`src/rtl/led_pattern_sequencer.sv`:
```
// Switch-driven LED animation sequencer: synchronises and debounces sw[3:0], then steps
// the selected pattern at a slow or fast prescaled rate, with pause and reload on mode change.
module led_pattern_sequencer #(
  parameter int unsigned TICK_BASE       = 25_000_000,
  parameter int unsigned DEBOUNCE_CYCLES = 1_000_000
) (
  input  logic       clk,
  input  logic       rst_n,
  input  logic [3:0] sw,
  output logic [3:0] led,
  output logic       step_pulse,
  output logic [1:0] mode_o,
  output logic       paused_o
);

  localparam int unsigned PresW = $clog2(TICK_BASE);
  localparam int unsigned DbW   = (DEBOUNCE_CYCLES > 1) ? $clog2(DEBOUNCE_CYCLES) : 1;

  localparam logic [PresW-1:0] LastSlow = PresW'(TICK_BASE - 1);
  localparam logic [PresW-1:0] LastFast = PresW'((TICK_BASE >> 2) - 1);
  localparam logic [DbW-1:0]   DbLast   = DbW'(DEBOUNCE_CYCLES - 1);

  typedef enum logic [1:0] {StLoad, StRun, StPause} state_e;

  logic [3:0]       sync1_q, sync2_q;
  logic [3:0]       cand_q, cand_d;
  logic [DbW-1:0]   db_cnt_q, db_cnt_d;
  logic [3:0]       deb_q, deb_d;
  state_e           state_q, state_d;
  logic [PresW-1:0] presc_q, presc_d;
  logic [3:0]       led_q, led_d;
  logic             dir_q, dir_d;
  logic             step_q, step_d;
  logic [1:0]       mode_q, mode_d;
  logic             fast_q, fast_d;
  logic             paused_q, paused_d;

  logic [3:0]       step_led, init_led;
  logic             step_dir;
  logic             mode_chg, fast_chg, pause_req;
  logic [PresW-1:0] p_last;

  // One counter for the whole vector: any bit moving restarts the stability window.
  always_comb begin
    cand_d   = cand_q;
    db_cnt_d = db_cnt_q;
    deb_d    = deb_q;
    if (sync2_q != cand_q) begin
      cand_d   = sync2_q;
      db_cnt_d = '0;
    end else if (db_cnt_q == DbLast) begin
      deb_d = cand_q;
    end else begin
      db_cnt_d = db_cnt_q + DbW'(1);
    end
  end

  always_comb begin
    step_led = led_q;
    step_dir = dir_q;
    init_led = 4'b0000;
    unique case (mode_q)
      2'b00: step_led = led_q + 4'd1;
      2'b01: begin
        step_led = {led_q[2:0], led_q[3]};
        init_led = 4'b0001;
      end
      2'b10: begin
        init_led = 4'b0001;
        // dir 0 = moving left; endpoints are shown once, then direction flips
        if (!dir_q) begin
          if (led_q == 4'b1000) begin
            step_led = 4'b0100;
            step_dir = 1'b1;
          end else begin
            step_led = led_q << 1;
          end
        end else begin
          if (led_q == 4'b0001) begin
            step_led = 4'b0010;
            step_dir = 1'b0;
          end else begin
            step_led = led_q >> 1;
          end
        end
      end
      2'b11: step_led = ~led_q;
      default: step_led = led_q;
    endcase
  end

  always_comb begin
    mode_chg  = (deb_q[1:0] != mode_q);
    fast_chg  = (deb_q[2] != fast_q);
    pause_req = deb_q[3];
    p_last    = fast_q ? LastFast : LastSlow;

    state_d = state_q;
    presc_d = presc_q;
    led_d   = led_q;
    dir_d   = dir_q;
    step_d  = 1'b0;
    mode_d  = deb_q[1:0];
    fast_d  = deb_q[2];

    unique case (state_q)
      StLoad: begin
        led_d   = init_led;
        presc_d = '0;
        dir_d   = 1'b0;
        state_d = pause_req ? StPause : StRun;
      end
      StRun: begin
        if (pause_req) state_d = StPause;
        if (fast_chg) begin
          presc_d = '0;
        end else if (!pause_req) begin
          if (presc_q == p_last) begin
            presc_d = '0;
            led_d   = step_led;
            dir_d   = step_dir;
            step_d  = 1'b1;
          end else begin
            presc_d = presc_q + PresW'(1);
          end
        end
      end
      StPause: begin
        if (!pause_req) state_d = StRun;
        if (fast_chg) presc_d = '0;
      end
      default: state_d = StLoad;
    endcase

    // A mode change outranks everything, including a step due this cycle.
    if (mode_chg) begin
      state_d = StLoad;
      presc_d = presc_q;
      led_d   = led_q;
      dir_d   = dir_q;
      step_d  = 1'b0;
    end

    paused_d = (state_d == StPause);
  end

  always_ff @(posedge clk or negedge rst_n) begin
    if (!rst_n) begin
      sync1_q  <= '0;
      sync2_q  <= '0;
      cand_q   <= '0;
      db_cnt_q <= '0;
      deb_q    <= '0;
      state_q  <= StLoad;
      presc_q  <= '0;
      led_q    <= '0;
      dir_q    <= 1'b0;
      step_q   <= 1'b0;
      mode_q   <= '0;
      fast_q   <= 1'b0;
      paused_q <= 1'b0;
    end else begin
      sync1_q  <= sw;
      sync2_q  <= sync1_q;
      cand_q   <= cand_d;
      db_cnt_q <= db_cnt_d;
      deb_q    <= deb_d;
      state_q  <= state_d;
      presc_q  <= presc_d;
      led_q    <= led_d;
      dir_q    <= dir_d;
      step_q   <= step_d;
      mode_q   <= mode_d;
      fast_q   <= fast_d;
      paused_q <= paused_d;
    end
  end

  assign led        = led_q;
  assign step_pulse = step_q;
  assign mode_o     = mode_q;
  assign paused_o   = paused_q;

endmodule

```
`config.mk`:
```
export PLATFORM = sky130hd
export DESIGN_NAME = led_pattern_sequencer
export DESIGN_NICKNAME = d
export VERILOG_FILES = /design/src/rtl/led_pattern_sequencer.sv
export SDC_FILE = /design/constraint.sdc
export NUM_CORES = 1
export LEC_CHECK = 0
export ABC_CLOCK_PERIOD_IN_PS = 2500
export CORE_AREA = 2 2 107 130
export CTS_CLUSTER_DIAMETER = 150
export DETAILED_ROUTE_END_ITERATION = 8
export DIE_AREA = 0 0 109 132
export HOLD_SLACK_MARGIN = 0.03
export PLACE_DENSITY_LB_ADDON = 0.1
export SKIP_CTS_REPAIR_TIMING = 1
export SYNTH_ARGS = -nofsm -noshare
export SYNTH_HDL_FRONTEND = slang
export SYNTH_SLANG_ARGS = --single-unit
```
`constraint.sdc`:
```
create_clock -name clk -period 2.5 [get_ports clk]
set_input_delay 0.5 -clock clk [delete_from_list [all_inputs] [get_ports clk]]
set_output_delay 0.5 -clock clk [all_outputs]
set_load 0.05 [all_outputs]
```
==> metrics <==
Max Root-Sink Buffers=2; first-pass GRT wire length=~15000 um; Power per Cell Area=571 nW/um2; hold slack=between 0.1 and 0.15 ns; htree depth=3; pin count of the biggest net entering global routing=39; core area=approximately 13000 um2; commonest cells after routing, fill and taps aside=73 x dfrtp_1, 46 x nor2_1, 30 x xnor2_1; Residual DRC=0; DR pass1 iterations=4; Initial DRC Count=126; FF-to-FF Start=presc_q[5]; cell family with most CP delay=simple AND/OR/NAND/NOR gates; Layout fillers=about 1300; Worst-Margin Slew=0.672 ns; Post-DP HPWL=5850 um; via count=2908; Area growth syn-to-layout=17.7%; peak supply drop=approximately 0.34 mV; synthesized area=around 3900 um2; GP Congestion=0.787; Setup Crit Path Kind=flip-flop to flip-flop; EDFF count, synth=0; unrepaired setup endpoints after global routing=no; Hold WC Path Type=input port to asynchronous set/reset pin; outcome=finished clean; final hold viol count=0; DIE AREA=between 10000 and 15000 um2; TritonCTS clock tree=done; Critical Path Sink Type=flip-flop; Clk Latency, worst-skew pair=0.34 ns; Final Max Tran Viols=0; Worst setup startpoint=presc_q[5]; vias per cell=5.03; Routed WL per cell=14.8 um; CP bufs+invs=0; Largest stage delay, worst path=between 0.6 and 0.7 ns; critical path data arrival time=2.60 ns; n_diodes=0; crit share post-route=0.932; slowest CP cell=or4_1; Required @ worst endpoint=2.77 ns; Clock transition at path regs=0.06 ns; Max Clock Skew=0.0126 ns; post-synthesis sequential area ratio=0.473; Num CTS Buffers=9; Root Driver=clkbuf_16; area of the multi-input gates=1910 um2; crit-path cells=nand4_2 -> or3_1 -> or4_1 -> or4_4 -> a21oi_2; fraction of synthesized cell area taken by the top area cell type=0.473; top cells by area, synth=dfrtp_1 47%, xnor2_1 6.8%, nor2_1 4.5%; Die H=about 130 um; Worst setup SP type=flip-flop; crit-path max FO=8; initial antenna violation count=0; Layout Nets=420; # rows=46; post-synth top area cell=dfrtp_1; Netlist cell types=63; Seq cells post-synth=73; GR Overflow Total=0; Relative slew margins=0.551; layout cells sized above 1=0.117; fin crit period=2.33 ns; final setup TNS=0 ns; commonest non-fill, non-tap cell in the layout=dfrtp_1; Global Route Usage Sum=0.131; vias in the first global route=around 3000; die width=between 100 and 150 um; I/O Buffers=13; Max-cap violations=0; Seq. cell area=between 1500 and 2000 um2; Avg Inst Size Synth=10.0 um2; cells after synthesis=386; predominant post-synthesis flop cell=dfrtp_1; Post-Route WL=8530 um; Initial Utilization=0.296; fraction of registers with async set/reset=1.00; clock tree sinks=73; post-route ant nets=0; I/O pins=14; Synth Warn #=0; post-synth net total=401; final setup fails=0; leak pwr=1.82 nW; fmax=0.429 GHz
state kept, by name, indices dropped and copies added (netlist names):
name,flops
mode_o,2
deb_q,4
paused_o,1
cand_q,4
fast_q,1
dir_q,1
sync2_q,4
step_pulse,1
presc_q,25
db_cnt_q,20
led,4
state_q,2
sync1_q,4
cell families after synthesis:
group,Yosys count,share of synthesized area
AOI/OAI and AO/OA,46,0.0826
xor gates and xnor gates,42,0.101
adders and majority gates,9,0.0292
buffers and inverters,29,0.0314
DFF,73,0.473
muxes,6,0.0168
and+or+nand+nor,181,0.266
area by class of cell:
class	instances	share of cell area
clock buffer	9	0.0495
clock inverter	7	0.0182
inverter	12	0.00991
multi-input combinational	284	0.421
sequential	73	0.402
tap	168	0.0462
timing repair buffer	25	0.0534
power by group:
group	switching, W	internal [W]	leakage (nW)
combinational	0.0000327	0.0000161	0.694
sequential	0.00000601	0.00119	0.977
clock	0.000557	0.000792	0.152
total	0.000596	0.00200	1.82
cell usage after synthesis, drive strengths merged (2+ instances only):
| library cell | n |
|---|---|
| or2 | 2 |
| clkbuf | 14 |
| ha | 9 |
| o2111ai | 2 |
| nor4b | 3 |
| nand3 | 21 |
| o31ai | 4 |
| nor4bb | 2 |
| and4 | 4 |
| nand2b | 4 |
| a21oi | 8 |
| inv | 12 |
| a31oi | 2 |
| nor3 | 4 |
| and2 | 4 |
| nand2 | 22 |
| mux2 | 4 |
| dfrtp | 73 |
| buf | 3 |
| or4 | 10 |
| nor2 | 47 |
| xor2 | 10 |
| nor2b | 6 |
| or3 | 4 |
| o311ai | 2 |
| and3 | 6 |
| nor4 | 20 |
| nand4 | 12 |
| o2bb2ai | 2 |
| xnor2 | 32 |
| o21ai | 13 |
| o41ai | 2 |
| nand3b | 3 |
| mux2i | 2 |
| o211ai | 4 |
| nand4bb | 2 |
path summary, 6_finish.rpt:
path                               end  slack (ns)  cells past startpoint
min in group clk            sync2_q[2]        0.35                      0
max in group asynchronous    cand_q[0]        1.79                      2
hold / removal             presc_q[16]        0.13                      1
setup reg to reg           presc_q[23]        0.17                      5
hold reg to reg             sync2_q[2]        0.35                      0
setup / recovery           presc_q[23]        0.17                      5
stage by stage:
step	total power, W	cell area (um2)	cells	setup WS [ns]	utilization
after global placement	0.00127	4240	562	0.244	0.324
after CTS	0.00265	4550	578	0.173	0.348
after global routing	0.00271	4550	578	0.0444	0.348
after floorplan	0.00123	3860	386	0.0643	-
final	0.00260	4550	578	0.169	0.348
after detailed placement	0.00127	4240	562	0.197	0.324
per-layer routing:
metal  vias up  wire, um  track usage
li1       1430         -            -
met5         -         0            0
met3        14       249       0.0326
met4         0       134       0.0470
met2        41      4190        0.214
met1      1423      3950        0.167
Note: power is estimated with default switching activity, not from simulation.
